File: src/rtl/uart_transmitter_if.sv
`default_nettype none
// ============================================================================
// Module      : uart_transmitter_if
// Description : Byte handshake between a producer (e.g. RS decoder output)
//               and the UART transmitter. A byte moves on every rising clock
//               edge where tx_valid && tx_ready.
// Revision    : 1.0 - initial release
// ============================================================================
interface uart_transmitter_if;
    logic [7:0] tx_data;
    logic       tx_valid;
    logic       tx_ready;

    // Producer side: offers bytes, observes back-pressure
    modport master (
        output tx_data,
        output tx_valid,
        input  tx_ready
    );

    // Transmitter side: accepts bytes, signals FIFO space
    modport slave (
        input  tx_data,
        input  tx_valid,
        output tx_ready
    );
endinterface
`default_nettype wire

File: src/rtl/uart_transmitter.sv
`default_nettype none
// ============================================================================
// Module      : uart_transmitter
// Description : Byte FIFO plus UART serialiser. Frame is start(0), 8 data
//               bits LSB first, optional even-parity bit, stop(1). Tx_D is
//               driven straight from a flop. Frames from a non-empty FIFO
//               follow each other with no idle gap.
//               Build option: define UART_TX_PARITY_EN to include the parity
//               bit (11-bit frame); leave it undefined for a 10-bit frame.
// Revision    : 1.0 - initial release
// ============================================================================
module uart_transmitter #(
    parameter int CLKS_PER_BIT = 864,   // clk cycles per line bit, >= 2
    parameter int FIFO_DEPTH   = 4      // power of 2, >= 2
) (
    input  logic                             clk,
    input  logic                             reset,      // synchronous, active low
    uart_transmitter_if.slave                tx_if,
    output logic                             Tx_D,
    output logic                             tx_busy,
    output logic [$clog2(FIFO_DEPTH+1)-1:0]  fifo_count
);

    localparam int c_CLK_W = $clog2(CLKS_PER_BIT);
    localparam int c_PTR_W = $clog2(FIFO_DEPTH);
    localparam int c_CNT_W = $clog2(FIFO_DEPTH + 1);

    localparam logic [c_CLK_W-1:0] c_LAST_TICK = c_CLK_W'(CLKS_PER_BIT - 1);
    localparam logic [c_CNT_W-1:0] c_FULL      = c_CNT_W'(FIFO_DEPTH);

    localparam logic [2:0] c_IDLE   = 3'd0;
    localparam logic [2:0] c_START  = 3'd1;
    localparam logic [2:0] c_DATA   = 3'd2;
`ifdef UART_TX_PARITY_EN
    localparam logic [2:0] c_PARITY = 3'd3;
`endif
    localparam logic [2:0] c_STOP   = 3'd4;

    // ------------------------------------------------------------------
    // Byte FIFO
    // ------------------------------------------------------------------
    logic [7:0]         r_mem [FIFO_DEPTH];
    logic [c_PTR_W-1:0] r_wr_ptr;
    logic [c_PTR_W-1:0] r_rd_ptr;
    logic [c_CNT_W-1:0] r_count;
    logic [c_CNT_W-1:0] w_count_nxt;
    logic               r_ready;
    logic               w_push;
    logic               w_pop;
    logic [7:0]         w_head;

    // tx_ready is registered, so a push while full is simply never accepted
    assign w_push = tx_if.tx_valid && r_ready;
    assign w_head = r_mem[r_rd_ptr];

    // Occupancy after this edge; push and pop together leave it unchanged
    always_comb begin
        w_count_nxt = r_count;
        case ({w_push, w_pop})
            2'b10:   w_count_nxt = r_count + 1'b1;
            2'b01:   w_count_nxt = r_count - 1'b1;
            default: w_count_nxt = r_count;
        endcase
    end

    // Storage only; tx_data is captured at push and never looked at again
    always_ff @(posedge clk) begin
        if (w_push) begin
            r_mem[r_wr_ptr] <= tx_if.tx_data;
        end
    end

    // Pointers wrap naturally because FIFO_DEPTH is a power of 2
    always_ff @(posedge clk) begin
        if (!reset) begin
            r_wr_ptr <= '0;
            r_rd_ptr <= '0;
            r_count  <= '0;
            r_ready  <= 1'b1;
        end else begin
            if (w_push) begin
                r_wr_ptr <= r_wr_ptr + 1'b1;
            end
            if (w_pop) begin
                r_rd_ptr <= r_rd_ptr + 1'b1;
            end
            r_count <= w_count_nxt;
            r_ready <= (w_count_nxt != c_FULL);
        end
    end

    // ------------------------------------------------------------------
    // Serialiser FSM
    // ------------------------------------------------------------------
    logic [2:0]         r_state,   w_state_nxt;
    logic               r_txd,     w_txd_nxt;
    logic               r_busy,    w_busy_nxt;
    logic [7:0]         r_shift,   w_shift_nxt;
    logic [2:0]         r_bit_idx, w_bit_idx_nxt;
    logic [c_CLK_W-1:0] r_clk_cnt, w_clk_cnt_nxt;
    logic               w_tick;
`ifdef UART_TX_PARITY_EN
    logic               r_parity,  w_parity_nxt;
`endif

    assign w_tick = (r_clk_cnt == c_LAST_TICK);

    // State and line flops; reset aborts any frame and returns the line high
    always_ff @(posedge clk) begin
        if (!reset) begin
            r_state   <= c_IDLE;
            r_txd     <= 1'b1;
            r_busy    <= 1'b0;
            r_shift   <= '0;
            r_bit_idx <= '0;
            r_clk_cnt <= '0;
`ifdef UART_TX_PARITY_EN
            r_parity  <= 1'b0;
`endif
        end else begin
            r_state   <= w_state_nxt;
            r_txd     <= w_txd_nxt;
            r_busy    <= w_busy_nxt;
            r_shift   <= w_shift_nxt;
            r_bit_idx <= w_bit_idx_nxt;
            r_clk_cnt <= w_clk_cnt_nxt;
`ifdef UART_TX_PARITY_EN
            r_parity  <= w_parity_nxt;
`endif
        end
    end

    // Next state and next line value; the line value is computed one edge
    // ahead so Tx_D comes straight off r_txd
    always_comb begin
        w_state_nxt   = r_state;
        w_txd_nxt     = r_txd;
        w_busy_nxt    = r_busy;
        w_shift_nxt   = r_shift;
        w_bit_idx_nxt = r_bit_idx;
        w_clk_cnt_nxt = w_tick ? '0 : r_clk_cnt + 1'b1;
        w_pop         = 1'b0;
`ifdef UART_TX_PARITY_EN
        w_parity_nxt  = r_parity;
`endif
        case (r_state)
            c_IDLE: begin
                w_clk_cnt_nxt = '0;
                w_txd_nxt     = 1'b1;
                w_busy_nxt    = 1'b0;
                if (r_count != '0) begin
                    w_pop       = 1'b1;
                    w_shift_nxt = w_head;
`ifdef UART_TX_PARITY_EN
                    w_parity_nxt = ^w_head;
`endif
                    w_state_nxt = c_START;
                    w_txd_nxt   = 1'b0;
                    w_busy_nxt  = 1'b1;
                end
            end

            c_START: begin
                if (w_tick) begin
                    w_state_nxt   = c_DATA;
                    w_txd_nxt     = r_shift[0];
                    w_bit_idx_nxt = '0;
                end
            end

            c_DATA: begin
                if (w_tick) begin
                    if (r_bit_idx == 3'd7) begin
`ifdef UART_TX_PARITY_EN
                        w_state_nxt = c_PARITY;
                        w_txd_nxt   = r_parity;
`else
                        w_state_nxt = c_STOP;
                        w_txd_nxt   = 1'b1;
`endif
                    end else begin
                        w_shift_nxt   = {1'b0, r_shift[7:1]};
                        w_txd_nxt     = r_shift[1];
                        w_bit_idx_nxt = r_bit_idx + 1'b1;
                    end
                end
            end

`ifdef UART_TX_PARITY_EN
            c_PARITY: begin
                if (w_tick) begin
                    w_state_nxt = c_STOP;
                    w_txd_nxt   = 1'b1;
                end
            end
`endif

            c_STOP: begin
                if (w_tick) begin
                    if (r_count != '0) begin
                        // Back-to-back: next start bit follows the stop bit directly
                        w_pop       = 1'b1;
                        w_shift_nxt = w_head;
`ifdef UART_TX_PARITY_EN
                        w_parity_nxt = ^w_head;
`endif
                        w_state_nxt = c_START;
                        w_txd_nxt   = 1'b0;
                        w_busy_nxt  = 1'b1;
                    end else begin
                        w_state_nxt = c_IDLE;
                        w_txd_nxt   = 1'b1;
                        w_busy_nxt  = 1'b0;
                    end
                end
            end

            default: begin
                w_state_nxt   = c_IDLE;
                w_txd_nxt     = 1'b1;
                w_busy_nxt    = 1'b0;
                w_clk_cnt_nxt = '0;
            end
        endcase
    end

    assign tx_if.tx_ready = r_ready;
    assign Tx_D           = r_txd;
    assign tx_busy        = r_busy;
    assign fifo_count     = r_count;

endmodule
`default_nettype wire

File: src/flat_wrapper.sv
// flat-port wrapper written by rule: the top's interface ports become plain ports
module uart_transmitter_flat 
#(
    parameter int CLKS_PER_BIT = 864,                                   
    parameter int FIFO_DEPTH   = 4                         
)
  (clk, reset, Tx_D, tx_busy, fifo_count, tx_if_tx_data, tx_if_tx_valid, tx_if_tx_ready);
  uart_transmitter_if tx_if_i ();
  input  logic clk;
  input  logic reset;
  output logic Tx_D;
  output logic tx_busy;
  output logic [$clog2(FIFO_DEPTH+1)-1:0] fifo_count;
  input wire logic [$bits(tx_if_i.tx_data)-1:0] tx_if_tx_data;
  input wire logic [$bits(tx_if_i.tx_valid)-1:0] tx_if_tx_valid;
  output wire logic [$bits(tx_if_i.tx_ready)-1:0] tx_if_tx_ready;
  assign tx_if_i.tx_data = tx_if_tx_data;
  assign tx_if_i.tx_valid = tx_if_tx_valid;
  assign tx_if_tx_ready = tx_if_i.tx_ready;
  uart_transmitter #(.CLKS_PER_BIT(CLKS_PER_BIT), .FIFO_DEPTH(FIFO_DEPTH)) u_core (.clk(clk), .reset(reset), .tx_if(tx_if_i), .Tx_D(Tx_D), .tx_busy(tx_busy), .fifo_count(fifo_count));
endmodule
File: config.mk
export PLATFORM = sky130hd
export DESIGN_NAME = uart_transmitter_flat
export DESIGN_NICKNAME = d
export VERILOG_FILES = /design/src/rtl/uart_transmitter_if.sv /design/src/rtl/uart_transmitter.sv /design/src/flat_wrapper.sv
export SDC_FILE = /design/constraint.sdc
export NUM_CORES = 1
export LEC_CHECK = 0
export CAP_MARGIN = 10
export CORE_MARGIN = 2
export CORE_UTILIZATION = 40
export CTS_CLUSTER_SIZE = 20
export DETAILED_ROUTE_END_ITERATION = 16
export SKIP_LAST_GASP = 1
export SYNTH_ARGS = -nofsm -noshare
export SYNTH_HDL_FRONTEND = slang
export SYNTH_SLANG_ARGS = --single-unit
export TNS_END_PERCENT = 100
File: constraint.sdc
create_clock -name clk -period 6.9 [get_ports clk]
set_input_delay 0.69 -clock clk [delete_from_list [all_inputs] [get_ports clk]]
set_output_delay 0.69 -clock clk [all_outputs]
set_load 0.02 [all_outputs]
==> qor.txt <==
====================================================================================================
Standard-cell row count                                                                           31
Core Util, Final                                                                               0.474
Pre-Repair DR Iteration Count                                                                      4
Proportion of layout cells with a drive suffix above 1                                         0.119
Number of vias per cell                                                                         5.16
Most used DFF post-synth                                                                sky130_fd_sc_hd__dfxtp_1
Standard cell with the maximum stage delay on the critical path                         sky130_fd_sc_hd__dfxtp_1
Max-capacitance violation count                                                                    0
Vias in the first global route                                                                  1852
Count of routing violations after the opening detailed-route iteration                            64
Maximum fanout along the worst path                                                                6
Total Neg Setup Slack                                                                           0 ps
Number of instances in the synthesized netlist                                                   241
Postcts setup bufs                                                                                 0
Area of the core                                                                         0.00729 mm²
Worst Setup End Kind                                                                            flop
Most common cell after layout, fill and taps aside                                      sky130_fd_sc_hd__dfxtp_1
Maximum achievable frequency                                                                 378 MHz
Pin count of the biggest net entering global routing                                              17
Clock tree from TritonCTS                                                                       done
Die Footprint                                                                            0.00828 mm²
Antenna violations before repair                                                                   0
Multi-input gate area                                                                    0.00124 mm²
Number of vias in the routed layout                                                             1858
Clock Sink Count                                                                                  68
Worst setup margin                                                                           4260 ps
Worst hold slack                                                                              459 ps
Die H                                                                                        91.0 µm
Clock latency of the later-clocked register in the worst-skew pair                            340 ps
Total Power Consumption                                                                      1.22 mW
DR WL/cell                                                                                   14.2 µm
# IOs                                                                                             17
Syn_nets                                                                                         261
CP peak stage delay                                                                           370 ps
Clock-pin slew reported for the worst setup and hold paths after clock tree synthesis          70 ps
Number of nets with antenna violations after detailed routing                                      0
Fraction of the yosys area taken by sequential cells                                           0.556
Final-layout fill cell count                                                                     693
Total of buffers placed on input and output ports                                                 16
Worst max-slew margin expressed relative to the limit                                          0.568
Cell chain of the critical path                                                         ha_1 > and3_1 > a31oi_1 > nor2_1 > ha_1 > inv_1 > fa_1 > xor2_1 > or3_1 > a21oi_1 > nand2_1
Min Clock Period, post-route                                                                 2640 ps
Total DRC errors in the routed layout                                                              0
Mean Syn Cell Area                                                                          12.6 µm²
Cell class contributing the biggest share of worst-path delay                           simple AND/OR/NAND/NOR gates
Footprint of the flip-flops and latches                                                  0.00168 mm²
Required time of the critical path                                                           7140 ps
VDD IR-drop max                                                                               152 µV
Routability cong.                                                                              0.760
Effective utilization at floorplan                                                             0.415
Global routing usage summed across all routing layers                                          0.138
Clk root buf                                                                            sky130_fd_sc_hd__clkbuf_8
Count of distinct cell types in the synthesized netlist                                           46
Synth-to-Final Area Change                                                                     14.1%
Post-route clock skew                                                                        5.79 ps
Number of antenna diodes                                                                           0
R2r setup slk                                                                                4260 ps
RSZ-0062 raised after global routing                                                           false
Count of endpoints failing hold in the final timing report                                         0
Flip-flop and latch count after synthesis                                                         68
Fraction of registers with async set or reset after synthesis                                      0
Yosys warning count                                                                                0
Commonest cells after routing, fill and taps aside                                      sky130_fd_sc_hd__dfxtp_1 (36), sky130_fd_sc_hd__edfxtp_1 (32), sky130_fd_sc_hd__clkdlybuf4s50_1 (16), sky130_fd_sc_hd__nor2_1 (14), sky130_fd_sc_hd__nand2_1 (13)
Layout Cells excl Fill                                                                           360
Leakage power of the design                                                                  1.34 nW
Endpoints failing setup                                                                            0
Inserted Clock Buffers                                                                             9
Number of buffers between clock root and the deepest sink                                          2
Actual transition at the worst max-transition pin                                             643 ps
Critical path class                                                                          reg2reg
Critical path arrival                                                                        2880 ps
Remaining global-route overflow                                                                    0
Placed cell count                                                                                344
Total count of max-transition violations in the final report                                       0
Cell area after layout                                                                   0.00345 mm²
Worst setup slack after placement                                                            4120 ps
Total routed wirelength                                                                      5.10 mm
Buffers plus inverters on the worst setup path                                                     1
Resized cells post-CTS                                                                             0
Crit share post-route                                                                          0.383
Cell area after technology mapping                                                       0.00303 mm²
Run status                                                                                 completed
Count of flip-flops with a built-in enable after synthesis                                        32
Deepest level of the CTS H-tree                                                                    3
Wire length of the first global-routing pass                                                 8.90 mm
Launching element type of the critical path                                                     flop
Power per Cell Area                                                                       354 mW/mm²
Net total in the final layout                                                                    276
Post-Place Cell Area                                                                     0.00324 mm²
Number of buffers inserted for hold repair after clock tree synthesis                              0
Worst hold path type                                                                         reg2reg
Detailed-placement wirelength estimate                                                       3.52 mm
Most used cell, CP                                                                      sky130_fd_sc_hd__ha_1
Horizontal die dimension                                                                     91.0 µm
====================================================================================================
cell families (layout without fill, tap and decap cells):
| logic type | Yosys count | count (layout) | share of synthesized area |
|---|---|---|---|
| mux | 19 | 19 | 0.0959 |
| simple gates | 71 | 71 | 0.140 |
| buf+inv | 20 | 40 | 0.0335 |
| compound gates | 42 | 42 | 0.101 |
| fa+ha+maj | 9 | 9 | 0.0397 |
| xor+xnor | 12 | 12 | 0.0347 |
| flops | 68 | 68 | 0.556 |
state kept, by name, indices dropped and copies added (netlist names), named ones only:
register and count:
u_core.r_bit_idx 3, u_core.r_clk_cnt 10, u_core.fifo_count 3, u_core.r_rd_ptr 2
u_core.r_wr_ptr 2, u_core.tx_if.tx_ready 1, u_core.Tx_D 1, u_core.r_state 3
u_core.r_shift 8, u_core.tx_busy 1, u_core.r_mem 32
path summary, 6_finish.rpt:
path	startpoint	end	depth (start not counted)
hold reg to reg	u_core.r_shift[7]	u_core.r_shift[7]	2
setup reg to reg	u_core.r_clk_cnt[0]	u_core.tx_if.tx_ready	11
setup / recovery	u_core.r_clk_cnt[0]	u_core.tx_if.tx_ready	11
hold / removal	u_core.r_shift[7]	u_core.r_shift[7]	2
cells in the mapped netlist (3+ instances only):
| library cell | count | share of area |
|---|---|---|
| sky130_fd_sc_hd__o211a_1 | 7 | 0.023 |
| sky130_fd_sc_hd__xor2_1 | 7 | 0.020 |
| sky130_fd_sc_hd__edfxtp_1 | 32 | 0.32 |
| sky130_fd_sc_hd__a31oi_1 | 3 | 0.0062 |
| sky130_fd_sc_hd__a21oi_1 | 10 | 0.017 |
| sky130_fd_sc_hd__o21ai_1 | 3 | 0.0050 |
| sky130_fd_sc_hd__nand2_1 | 13 | 0.016 |
| sky130_fd_sc_hd__inv_1 | 7 | 0.0087 |
| sky130_fd_sc_hd__ha_1 | 8 | 0.033 |
| sky130_fd_sc_hd__mux2i_1 | 11 | 0.036 |
| sky130_fd_sc_hd__and3_1 | 9 | 0.019 |
| sky130_fd_sc_hd__o211ai_1 | 7 | 0.017 |
| sky130_fd_sc_hd__nand2b_1 | 5 | 0.010 |
| sky130_fd_sc_hd__mux4_2 | 8 | 0.060 |
| sky130_fd_sc_hd__nor2_1 | 14 | 0.017 |
| sky130_fd_sc_hd__nand3_1 | 8 | 0.013 |
| sky130_fd_sc_hd__xnor2_1 | 5 | 0.014 |
| sky130_fd_sc_hd__or3_1 | 5 | 0.010 |
| sky130_fd_sc_hd__dfxtp_1 | 36 | 0.24 |
| sky130_fd_sc_hd__clkbuf_1 | 6 | 0.0074 |
| sky130_fd_sc_hd__o21ai_0 | 5 | 0.0083 |
| sky130_fd_sc_hd__buf_2 | 3 | 0.0050 |
| sky130_fd_sc_hd__buf_6 | 3 | 0.011 |
per-layer routing:
metal | global-route usage | share of wire | vias to the layer above
met5 | 0 | 0 | -
met4 | 0.0644 | 0.017 | 0
met2 | 0.212 | 0.47 | 23
met3 | 0.0448 | 0.035 | 8
met1 | 0.179 | 0.48 | 897
li1 | - | - | 930
final cells by class:
class,instances,area share
clock buffer,9,0.0359
clock inverter,7,0.0264
inverter,8,0.00869
multi-input combinational,153,0.360
sequential,68,0.487
tap,99,0.0359
timing repair buffer,16,0.0464
tightest hold or removal path, cell delays in order (launching register included):
cell and delay [ps]:
sky130_fd_sc_hd__dfxtp_1 310, sky130_fd_sc_hd__nand2_1 50, sky130_fd_sc_hd__mux2i_1 50
power by group:
part	leakage [nW]	switching (mW)	internal, mW	total, mW
combinational	0.655	0.149	0.163	0.312
clock	0.101	0.151	0.201	0.352
sequential	0.588	0.0626	0.496	0.558
(Power assumes the default switching activity.)
